===== src/rtl/fwd_hazard_unit.sv =====
// rtl/fwd_hazard_unit.sv - EX operand forwarding and load-use stall control (optional counters: FWD_HAZARD_STATS_EN)
`ifndef OP_ADD
`define OP_ADD  6'd1
`define OP_SUB  6'd2
`define OP_ADDI 6'd3
`define OP_SUBI 6'd4
`define OP_LW   6'd5
`define OP_SW   6'd6
`endif

module fwd_hazard_unit #(
  parameter int REG_W      = 5,
  parameter int PIPE_DEPTH = 2,
  parameter int LOAD_LAT   = 1
) (
  input  logic             clk,
  input  logic             rst,
  input  logic             id_valid,
  input  logic [5:0]       id_op_code,
  input  logic [REG_W-1:0] id_rs,
  input  logic [REG_W-1:0] id_rt,
  input  logic [REG_W-1:0] id_rd,
  input  logic             id_reg_write,
  input  logic             flush,
  output logic             stall,
  output logic             ex_valid,
  output logic [1:0]       Forward_A,
  output logic [1:0]       Forward_B,
  output logic [1:0]       Forward_C
`ifdef FWD_HAZARD_STATS_EN
  ,
  output logic [15:0]      stall_cycles,
  output logic [15:0]      fwd_events
`endif
);

  localparam int CNT_W = $clog2(LOAD_LAT + 1);

  typedef enum logic {RUN, STALL} state_t;

  state_t           state, state_n;
  logic [CNT_W-1:0] cnt, cnt_n;
  logic             hz;
  logic [CNT_W-1:0] need;

  // slot 0 is EX; slots 1..PIPE_DEPTH are the post-EX stages
  logic [PIPE_DEPTH:0] s_valid, s_rw, s_load;
  logic [REG_W-1:0]    s_rd [0:PIPE_DEPTH];
  logic [5:0]          ex_op;
  logic [REG_W-1:0]    ex_rs, ex_rt;

  function automatic logic uses_a(input logic [5:0] op);
    return (op == `OP_ADD) || (op == `OP_SUB) || (op == `OP_ADDI) ||
           (op == `OP_SUBI) || (op == `OP_LW) || (op == `OP_SW);
  endfunction

  function automatic logic uses_b(input logic [5:0] op);
    return (op == `OP_ADD) || (op == `OP_SUB);
  endfunction

  function automatic logic uses_c(input logic [5:0] op);
    return (op == `OP_SW);
  endfunction

  // load-use detection for the ID instruction; the youngest matching load sets the stall length
  always_comb begin
    hz   = 1'b0;
    need = '0;
    for (int j = LOAD_LAT - 1; j >= 0; j--) begin
      if (s_valid[j] && s_load[j] && (s_rd[j] != '0) &&
          ((uses_a(id_op_code) && (id_rs == s_rd[j])) ||
           ((uses_b(id_op_code) || uses_c(id_op_code)) && (id_rt == s_rd[j])))) begin
        hz   = 1'b1;
        need = CNT_W'(LOAD_LAT - j);
      end
    end
    if (!id_valid) begin
      hz = 1'b0;
    end
  end

  // stall FSM next state; flush wins over both hazard and an ongoing stall
  always_comb begin
    state_n = state;
    cnt_n   = cnt;
    stall   = 1'b0;
    if (flush) begin
      state_n = RUN;
      cnt_n   = '0;
    end else begin
      case (state)
        RUN: begin
          if (hz) begin
            stall = 1'b1;
            if (need > CNT_W'(1)) begin
              state_n = STALL;
              cnt_n   = need - CNT_W'(1);
            end
          end
        end
        STALL: begin
          stall = 1'b1;
          if (cnt == CNT_W'(1)) begin
            state_n = RUN;
            cnt_n   = '0;
          end else begin
            cnt_n = cnt - CNT_W'(1);
          end
        end
        default: begin
          state_n = RUN;
          cnt_n   = '0;
        end
      endcase
    end
  end

  // stall FSM state register
  always_ff @(posedge clk or posedge rst) begin
    if (rst) begin
      state <= RUN;
      cnt   <= '0;
    end else begin
      state <= state_n;
      cnt   <= cnt_n;
    end
  end

  // scoreboard shift; slot 0 takes a bubble on stall or flush
  always_ff @(posedge clk or posedge rst) begin
    if (rst) begin
      s_valid <= '0;
      s_rw    <= '0;
      s_load  <= '0;
      for (int k = 0; k <= PIPE_DEPTH; k++) begin
        s_rd[k] <= '0;
      end
      ex_op <= '0;
      ex_rs <= '0;
      ex_rt <= '0;
    end else begin
      for (int k = 1; k <= PIPE_DEPTH; k++) begin
        s_valid[k] <= s_valid[k-1];
        s_rw[k]    <= s_rw[k-1];
        s_load[k]  <= s_load[k-1];
        s_rd[k]    <= s_rd[k-1];
      end
      s_valid[0] <= id_valid && !stall && !flush;
      s_rw[0]    <= id_reg_write;
      s_load[0]  <= (id_op_code == `OP_LW);
      s_rd[0]    <= id_rd;
      ex_op      <= id_op_code;
      ex_rs      <= id_rs;
      ex_rt      <= id_rt;
    end
  end

  // forward selects: scan oldest to youngest so the youngest producer overwrites
  always_comb begin
    Forward_A = 2'b00;
    Forward_B = 2'b00;
    Forward_C = 2'b00;
    for (int k = PIPE_DEPTH; k >= 1; k--) begin
      if (s_valid[0] && s_valid[k] && s_rw[k] && (s_rd[k] != '0)) begin
        if (uses_a(ex_op) && (ex_rs == s_rd[k])) Forward_A = 2'(k);
        if (uses_b(ex_op) && (ex_rt == s_rd[k])) Forward_B = 2'(k);
        if (uses_c(ex_op) && (ex_rt == s_rd[k])) Forward_C = 2'(k);
      end
    end
  end

  assign ex_valid = s_valid[0];

`ifdef FWD_HAZARD_STATS_EN
  // saturating activity counters
  always_ff @(posedge clk or posedge rst) begin
    if (rst) begin
      stall_cycles <= '0;
      fwd_events   <= '0;
    end else begin
      if (stall && (stall_cycles != 16'hFFFF)) begin
        stall_cycles <= stall_cycles + 16'd1;
      end
      if (((Forward_A | Forward_B | Forward_C) != 2'b00) && (fwd_events != 16'hFFFF)) begin
        fwd_events <= fwd_events + 16'd1;
      end
    end
  end
`endif

endmodule


===== config.mk =====
export PLATFORM = sky130hd
export DESIGN_NAME = fwd_hazard_unit
export DESIGN_NICKNAME = d
export VERILOG_FILES = /design/src/rtl/fwd_hazard_unit.sv
export SDC_FILE = /design/constraint.sdc
export NUM_CORES = 1
export LEC_CHECK = 0
export CORE_ASPECT_RATIO = 1.25
export CORE_MARGIN = 2
export CORE_UTILIZATION = 38
export DETAILED_ROUTE_END_ITERATION = 10
export DONT_BUFFER_PORTS = 1
export PLACE_DENSITY = 0.49
export SYNTH_ARGS = -nofsm -noshare
export SYNTH_HDL_FRONTEND = slang
export SYNTH_SLANG_ARGS = --single-unit

===== constraint.sdc =====
create_clock -name clk -period 2.9 [get_ports clk]
set_input_delay 0.29 -clock clk [delete_from_list [all_inputs] [get_ports clk]]
set_output_delay 0.29 -clock clk [all_outputs]
set_load 0.005 [all_outputs]

==> flow_summary.ini <==
[run_status]
status = finished with violations
violations = negative hold slack

[grt]
grt_usage_pct = 14.31
overflow = 0
grt_pass1_wl_mm = 4.664
grt_pass1_vias = 961
grt_max_degree = 23
antenna_found_initial = 0

[synthesis]
synth_ff_type = dfrtp_1
async_flop_share_pct = 100.0
postSynthCellCount = 119
yosysSeqAreaShare_pct = 63.80
syn_nets = 145
syn_area_per_cell_um2 = 13.18
synth_area_um2 = 1569
ys_seq_elements = 40
synth.distinct_cells = 23
synth_edf_count = 0
yosys_warnings = 0

[worst_setup_path]
crit_buf_inv = 0
worstReg2RegEnd = s_valid[0]
required_ns = 2.61
crit_path_start_kind = register
reg2reg_from = s_rd[13]
crit_chain = or4_1, o2111ai_2, nor3_1, nor4_2
worst_path_largest_cell_delay_ns = 0.56
slowest_stage = or4_1
crit_family = simple AND/OR/NAND/NOR gates
crit_path_end = Forward_A[1]
endpoint_kind = output pin
path_depth = 4
critPathKind = reg2out
reg2reg_slack_ns = 1.29
cp_max_fo = 4
crit_start = s_rd[6]
reg2reg_depth = 5
crit_arrival_ns = 1.86

[final_layout]
layout-drive-gt1-share_pct = 8.594
nFillCells = 394
area_growth_pct = 10.85
diodes = 0
most-common-layout-cells = 40 x dfrtp_1, 18 x xor2_1, 14 x xnor2_1, 8 x nor2_1
stdcell_count = 184
layout_commonest_cell = dfrtp_1
nets = 153
design_area_um2 = 1739

[floorplan]
rows = 26
io_pins = 34
start_util_pct = 38.90
coreArea_um2 = 4034
die_w_um = 61.48
die_y_um = 75.84
die_area_um2 = 4662

[route]
antenna_left = 0
initialDrtViolationCount = 22
drc = 0
routed_wl_mm = 2.829
viasPerCell = 4.826
wire_per_inst_um = 15.38
dr.pass1.iters = 2
num_vias = 888

[clock_network]
clk_latency_ns = 0.28
hold_buffers = 0
cts_buffers = 5
h-tree-depth = 2
cts_tree = yes
cts_max_path_buffers = 2
cts-root-buf = clkbuf_8
clkTransAtPathRegs_ns = 0.07
cts_resized = 0
cts_setup_buffers = 0
cts.sinks = 40

[power]
power.internal_mw = 0.8039
power_switching_mw = 0.2337
comb_power_share_pct = 5.8
swShare_pct = 22.52
powerDensity_nw_per_um2 = 596.6
ir_worst_vdd_uv = 366.6
leakage_nw = 0.7077
pwr-share-seq_pct = 58.9
p_clk_share_pct = 35.3

[placement]
placed_area_um2 = 1647
io_buffers = 0
hpwl_mm = 2.274
dp.cells = 176
gp_congestion = 0.7400

[sta]
hold_viol_final = 18
max-slew-margin-rel_pct = 54.39
timing.final.crit_period_ns = 2.148
holdWs_ns = -0.008982
setup_tns_ns = 0
setup_viol = 0
drv_slew = 0
fmax_mhz = 465.5
worstMarginPinSlew_ns = 0.6835
finalCritPeriodShare_pct = 74.08
rsz0062_at_grt = no
worst_clock_skew_ns = 0.002935

[hold_path]
hold_class = in2async

[run]
cap_viol_max_count = 0
-- synthesized netlist by cell type (2+ instances only) --
cell type   n  share of area, %
dfrtp_1    40                64
nor3_1      6               1.9
or4_1       4               1.9
nand2b_1    2              0.80
nand2_1     3              0.72
xnor2_1    14               7.8
nand4_1     2              0.80
nand3_1     6               1.9
nor2_1      8               1.9
nor4_1      3               1.2
o2111ai_1   2               1.1
xor2_1     18                10
-- how the worst min path moves through the flow --
stage,endpoint
after floorplan,ex_op[0]
after global placement,s_load[0]
after global routing,ex_op[3]
after CTS,s_load[0]
final,s_load[0]
after detailed placement,s_load[0]
-- through the flow --
step	util [%]	hold WS, ns	setup slack [ns]	power [mW]
finish	43.11	-0.008982	0.7517	1.038
detailed placement	40.82	0.3215	1.043	0.6843
CTS	43.11	0.01086	0.7230	1.053
global placement	40.82	0.3197	1.046	0.6838
floorplan	-	0.3214	1.138	0.6649
global route	43.11	0.006161	0.5884	1.088
-- power by group through the flow --
stage / clock (mW) / combinational [mW] / sequential [mW]
floorplan: 0 / 0.0500 / 0.615
global placement: 0 / 0.0617 / 0.622
detailed placement: 0 / 0.0618 / 0.622
CTS: 0.379 / 0.0620 / 0.611
global route: 0.404 / 0.0683 / 0.615
finish: 0.367 / 0.0600 / 0.611
-- state kept, by name, indices dropped and copies added, names as in the netlist --
name / count
ex_rs: 5
s_rd: 15
ex_rt: 5
s_load: 1
ex_op: 6
cnt: 1
state: 1
s_valid: 3
s_rw: 3
-- cells by family (layout without fill, tap and decap cells) --
family / Yosys count / count (layout) / share of synthesized area [%]
AO/OA/AOI/OAI: 4 / 4 / 2.552
XOR/XNOR: 32 / 32 / 17.86
buffers and inverters: 1 / 10 / 0.2390
flip-flops: 40 / 40 / 63.80
multiplexers: 1 / 1 / 0.6380
AND/OR/NAND/NOR: 41 / 41 / 14.91
-- cell type report --
class / count / area [um^2] / area share, %
sequential: 40 / 1001 / 57.55
timing repair buffer: 1 / 7.507 / 0.4317
clock buffer: 6 / 82.58 / 4.748
inverter: 1 / 3.754 / 0.2158
clock inverter: 2 / 10.01 / 0.5755
multi-input combinational: 78 / 564.3 / 32.45
tap: 56 / 70.07 / 4.029
-- metal layers --
layer  up-vias  GRT usage (%)  routed length [um]
li1        424              -                   -
met1       430          16.72                1128
met2        27          23.52                1450
met3         7          5.093                 200
met4         0          6.383                  51
met5         -              0                   0
-- worst register-to-register path, delay by kind of cell, from the launching register on --
kind / cells / cell delay, ns
compound gates: 1 / 0.19
simple gates: 3 / 0.70
xor+xnor: 1 / 0.18
flops: 1 / 0.43
Power figures use the tool's default switching activity.
